===== config.mk =====
export PLATFORM = sky130hd
export DESIGN_NAME = booth_mult_arbiter
export DESIGN_NICKNAME = d
export VERILOG_FILES = /design/src/rtl/booth_mult_arbiter.sv
export SDC_FILE = /design/constraint.sdc
export NUM_CORES = 1
export LEC_CHECK = 0
export CAP_MARGIN = 20
export CORE_MARGIN = 8
export CORE_UTILIZATION = 42
export DETAILED_ROUTE_END_ITERATION = 7
export PLACE_DENSITY = 0.87
export SLEW_MARGIN = 20
export SYNTH_ARGS = -nofsm -noshare
export SYNTH_HDL_FRONTEND = slang
export SYNTH_SLANG_ARGS = --single-unit
export TNS_END_PERCENT = 10

===== constraint.sdc =====
create_clock -name clk -period 6.1 [get_ports clk]
set_input_delay 1.22 -clock clk [delete_from_list [all_inputs] [get_ports clk]]
set_output_delay 1.22 -clock clk [all_outputs]
set_load 0.05 [all_outputs]

===== src/rtl/booth_mult_arbiter.sv =====
// booth_mult_arbiter: round-robin front end sharing one multiplier, with an in-order tag FIFO routing results back
module booth_mult_arbiter #(
  parameter int WIDTH = 16,
  parameter int NUM_REQ = 4,
  parameter int TAG_DEPTH = 8
) (
  input  logic                         clk,
  input  logic                         rst,
  input  logic [NUM_REQ-1:0]           req_valid,
  input  logic [NUM_REQ*WIDTH-1:0]     req_a,
  input  logic [NUM_REQ*WIDTH-1:0]     req_b,
  input  logic [NUM_REQ*2-1:0]         req_mode,
  output logic [NUM_REQ-1:0]           req_ready,
  output logic [NUM_REQ-1:0]           resp_valid,
  output logic [2*WIDTH-1:0]           resp_product,
  output logic                         mul_rst_n,
  output logic                         mul_start,
  output logic [WIDTH-1:0]             mul_a,
  output logic [WIDTH-1:0]             mul_b,
  output logic [1:0]                   mul_mode,
  input  logic [2*WIDTH-1:0]           mul_product,
  input  logic                         mul_done,
  input  logic                         mul_busy,
  output logic [$clog2(TAG_DEPTH):0]   inflight,
  output logic                         err_unexpected
);
  localparam int TW = $clog2(NUM_REQ);
  localparam int AW = $clog2(TAG_DEPTH);
  localparam logic [AW:0] FULL = (AW+1)'(TAG_DEPTH);
  localparam logic [TW:0] NR = (TW+1)'(NUM_REQ);
  logic [TW-1:0] r_ptr, w_win;
  logic [TW-1:0] r_tags [TAG_DEPTH];
  logic [TW:0] w_idx;
  logic w_found, w_grant, w_pop, r_start, r_err;
  logic [AW-1:0] r_wp, r_rp;
  logic [AW:0] r_inflight;
  logic [WIDTH-1:0] r_a, r_b;
  logic [1:0] r_mode;
  logic [NUM_REQ-1:0] r_resp_valid;
  logic [2*WIDTH-1:0] r_prod;
  always_comb begin
    w_win = '0;
    w_found = 1'b0;
    w_idx = '0;
    for (int k = 0; k < NUM_REQ; k++) begin
      w_idx = (TW+1)'(r_ptr) + (TW+1)'(k);
      w_idx = (w_idx >= NR) ? w_idx - NR : w_idx;
      if (!w_found && req_valid[w_idx[TW-1:0]]) begin
        w_found = 1'b1;
        w_win = w_idx[TW-1:0];
      end
    end
  end
  // no grant while a start is on the bus, so operands never change under it
  assign w_grant = w_found & ~mul_busy & (r_inflight != FULL) & ~r_start & ~rst;
  assign w_pop = mul_done & (r_inflight != '0);
  assign req_ready = w_grant ? NUM_REQ'(1) << w_win : '0;
  always_ff @(posedge clk) begin
    if (rst) begin
      r_ptr <= '0;
      r_start <= 1'b0;
      r_a <= '0;
      r_b <= '0;
      r_mode <= '0;
      r_wp <= '0;
      r_rp <= '0;
      r_inflight <= '0;
      r_err <= 1'b0;
      r_resp_valid <= '0;
      r_prod <= '0;
    end else begin
      r_start <= w_grant;
      if (w_grant) begin
        r_a <= req_a[w_win*WIDTH +: WIDTH];
        r_b <= req_b[w_win*WIDTH +: WIDTH];
        r_mode <= req_mode[w_win*2 +: 2];
        r_tags[r_wp] <= w_win;
        r_wp <= r_wp + AW'(1);
        r_ptr <= (w_win == TW'(NUM_REQ-1)) ? '0 : w_win + TW'(1);
      end
      if (w_pop) begin
        r_rp <= r_rp + AW'(1);
        r_prod <= mul_product;
      end
      r_resp_valid <= w_pop ? NUM_REQ'(1) << r_tags[r_rp] : '0;
      r_inflight <= r_inflight + (AW+1)'(w_grant) - (AW+1)'(w_pop);
      r_err <= r_err | (mul_done & ~w_pop);
    end
  end
  assign mul_rst_n = ~rst;
  assign mul_start = r_start;
  assign mul_a = r_a;
  assign mul_b = r_b;
  assign mul_mode = r_mode;
  assign inflight = r_inflight;
  assign err_unexpected = r_err;
  assign resp_valid = r_resp_valid;
  assign resp_product = r_prod;
endmodule


==> flow_summary_export.csv <==
group,metric,value,unit
run_status,outcome,"finished, final reports clean",
synth,ys_seq_area_share,48.23,%
routing,firstDrtPassIters,4,
worst_setup_path,reg2reg_slack,3.48,ns
floorplanning,design.die.area,14580,um^2
clock_tree,cts_buffers,9,
synth,synth_edf_count,16,
worst_setup_path,cp-endpoint,"req_ready[2]",
finish,regArea,2222,um^2
synth,ys.flop_type,"dfxtp_1",
routing,vias,4365,
timing,clock_skew,0.02332,ns
worst_setup_path,r2r_start,"inflight[2]",
worst_setup_path,critPathKind,"in2out",
worst_setup_path,worst_setup_path_end_kind,"primary output",
power,power,2548,uW
clock_tree,hold_buffers,0,
synth,ys_async_sr_fraction,0,%
placed_design,gp_congestion,0.7724,
worst_setup_path,worstSetupStartpointType,"input pin",
floorplanning,core-area,10790,um^2
routing,wl_per_cell,18.24,um
timing,setup_ws,1.291,ns
worst_setup_path,startpoint,"req_valid[1]",
timing,setup_tns,0,ns
routing,drc,0,
grt,antenna_found_initial,0,
worst_setup_path,r2r.worst_path.cells,11,
routing,ant_nets,0,
synth,synth-seq-cells,103,
clock_tree,clk_pin_slew,0.09,ns
synth,synth.distinct_cells,37,
timing,period_needed,4.809,ns
power,p_leak,0.002779,uW
clock_tree,cts.sinks,103,
clock_tree,h-tree-depth,3,
flow_run,drv_cap,0,
synth,netlist.area_leader.share,37.81,%
finish,diodes,0,
clock_tree,post_cts_buffers,0,
synth,synth_fp_nets,654,
routing,vias_per_cell,5.111,
synth,avgSynthCellArea,9.907,um^2
timing,drv_slew,0,
worst_hold_path,hp-class,"reg2reg",
worst_setup_path,crit_arrival,3.59,ns
timing,worst_slew_pin_slew,0.8593,ns
routing,wl,15.58,mm
finish,fillers,823,
grt,grt-ovfl-total,0,
routing,drt_iter0_markers,293,
clock_tree,clk_latency,0.37,ns
clock_tree,cts-root-buf,"clkbuf_8",
power,vdd_drop_max,232.0,uV
placed_design,port_buffers,256,
floorplanning,die_w,120.7,um
finish,drive_above_1_share,4.762,%
timing,fmax,207.9,MHz
synth,synth_area_leaders,"dfxtp_1 (38%), mux2i_1 (15%), edfxtp_1 (10%)",
placed_design,place_hpwl,12.28,mm
timing,setup-violations-final,0,
synth,synth_area,4607,um^2
finish,multiInputGateArea,2228,um^2
worst_setup_path,cp.required,4.88,ns
floorplanning,start_util,42.68,%
grt,grt_pass1_vias,4664,
floorplanning,rows,38,
timing,final-hold-violation-count,0,
synth,netlist_instances,465,
clock_tree,cts_buffer_depth,2,
grt,grt_usage,20.53,%
grt,grt_pass1_wl,23.80,mm
floorplanning,die_y,120.7,um
timing,max_slew_margin,42.72,%
placed_design,pre_cts_ws,1.289,ns
power,power_density,340.9,nW/um^2
synth,ys_warn_count,0,
timing,post-route-period-util,78.84,%
finish,nets,898,
worst_setup_path,cp_max_fo,12,
finish,area_growth,62.22,%
grt,grt_max_degree,51,
worst_setup_path,r2r-end,"inflight[2]",
timing,rsz0062_at_grt,"no",
clock_tree,cts-resized-gates,0,
synth,synth_top_area_cell,"dfxtp_1",
clock_tree,cts_tree,"done",
floorplanning,ios,257,
## sequential cells by signal (all words and copies together), names as in the netlist, named ones only
signal and flops:
r_rp 3, err_unexpected 1, resp_valid 4, r_tags 16, mul_start 1, mul_b 16, resp_product 32, mul_a 16
inflight 4, r_ptr 2, r_wp 3, mul_mode 2
## layer usage
| metal | vias up | GRT usage (%) | wire length [um] |
|---|---|---|---|
| li1 | 2146 | - | - |
| met1 | 2018 | 20.56 | 5674 |
| met2 | 180 | 36.85 | 7909 |
| met3 | 21 | 9.371 | 1731 |
| met4 | 0 | 7.026 | 262 |
| met5 | - | 0 | 0 |
## cells in the mapped netlist, types with 5 or more instances
master	n
a21oi_1	36
buf_2	15
clkbuf_1	14
dfxtp_1	87
edfxtp_1	16
ha_1	12
inv_1	9
mux2i_1	70
nand2_1	108
nor2_1	17
nor2b_1	5
o221ai_1	34
## cell type report
cell class                 instances  share of cell area (%)
sequential                       103                   29.73
timing repair buffer             263                   34.92
clock buffer                      10                   1.708
inverter                          10                  0.5023
clock inverter                     6                  0.9710
multi-input combinational        322                   29.82
tap                              140                   2.344
## report_power, final
part / switching (uW) / total, uW / internal [uW] / leakage (uW)
Sequential: 78.8 / 894 / 815 / 0.000860
Clock: 242 / 439 / 197 / 0.000104
Combinational: 741 / 1220 / 475 / 0.00182
Total: 1060 / 2550 / 1490 / 0.00278
## cell usage in the layout, fill, tap and decap left out, types with 5 or more instances in the layout
| master | n |
|---|---|
| a21oi_1 | 36 |
| buf_4 | 7 |
| clkbuf_8 | 9 |
| clkdlybuf4s50_1 | 255 |
| dfxtp_1 | 87 |
| edfxtp_1 | 16 |
| ha_1 | 12 |
| inv_1 | 9 |
| mux2i_1 | 70 |
| nand2_1 | 108 |
| nor2_1 | 16 |
| nor2b_1 | 5 |
| o221ai_1 | 34 |
## per-stage QoR
stage,area (um^2),utilization [%],instances,hold WS (ns)
5_1_grt,7473,69.24,854,0.4923
3_3_place_gp,7273,67.39,838,0.4418
4_1_cts,7473,69.24,854,0.4616
2_1_floorplan,4607,-,465,0.4541
3_5_place_dp,7273,67.39,838,0.4469
6_report,7473,69.24,854,0.4573
## worst max-delay path, cell delays in order
cell             delay (ns)
clkdlybuf4s50_1        0.45
nand2b_1               0.18
a21oi_1                0.30
nor3_1                 0.08
buf_4                  0.20
inv_1                  0.10
ha_1                   0.14
and2_1                 0.11
clkdlybuf4s50_1        0.80
## logic make-up (layout without fill, tap and decap cells)
group,after synthesis,count (layout),share of synthesized area [%]
simple gates,149,149,13.50
flops,103,103,48.23
compound gates,79,79,12.36
mux,75,75,17.41
buf+inv,40,289,3.666
fa+ha+maj,13,13,3.694
xor+xnor,6,6,1.141
## worst min-delay path by stage
stage | start | endpoint | slack (ns) | cells after the start
finish | resp_product[25] | resp_product[25] | 0.46 | 2
global route | resp_product[3] | resp_product[3] | 0.49 | 2
detailed placement | mul_a[8] | mul_a[8] | 0.45 | 2
floorplan | r_rp[1] | flop | 0.45 | 2
global placement | resp_product[31] | resp_product[31] | 0.44 | 2
CTS | resp_product[25] | resp_product[25] | 0.46 | 2
Power figures use the tool's default switching activity.
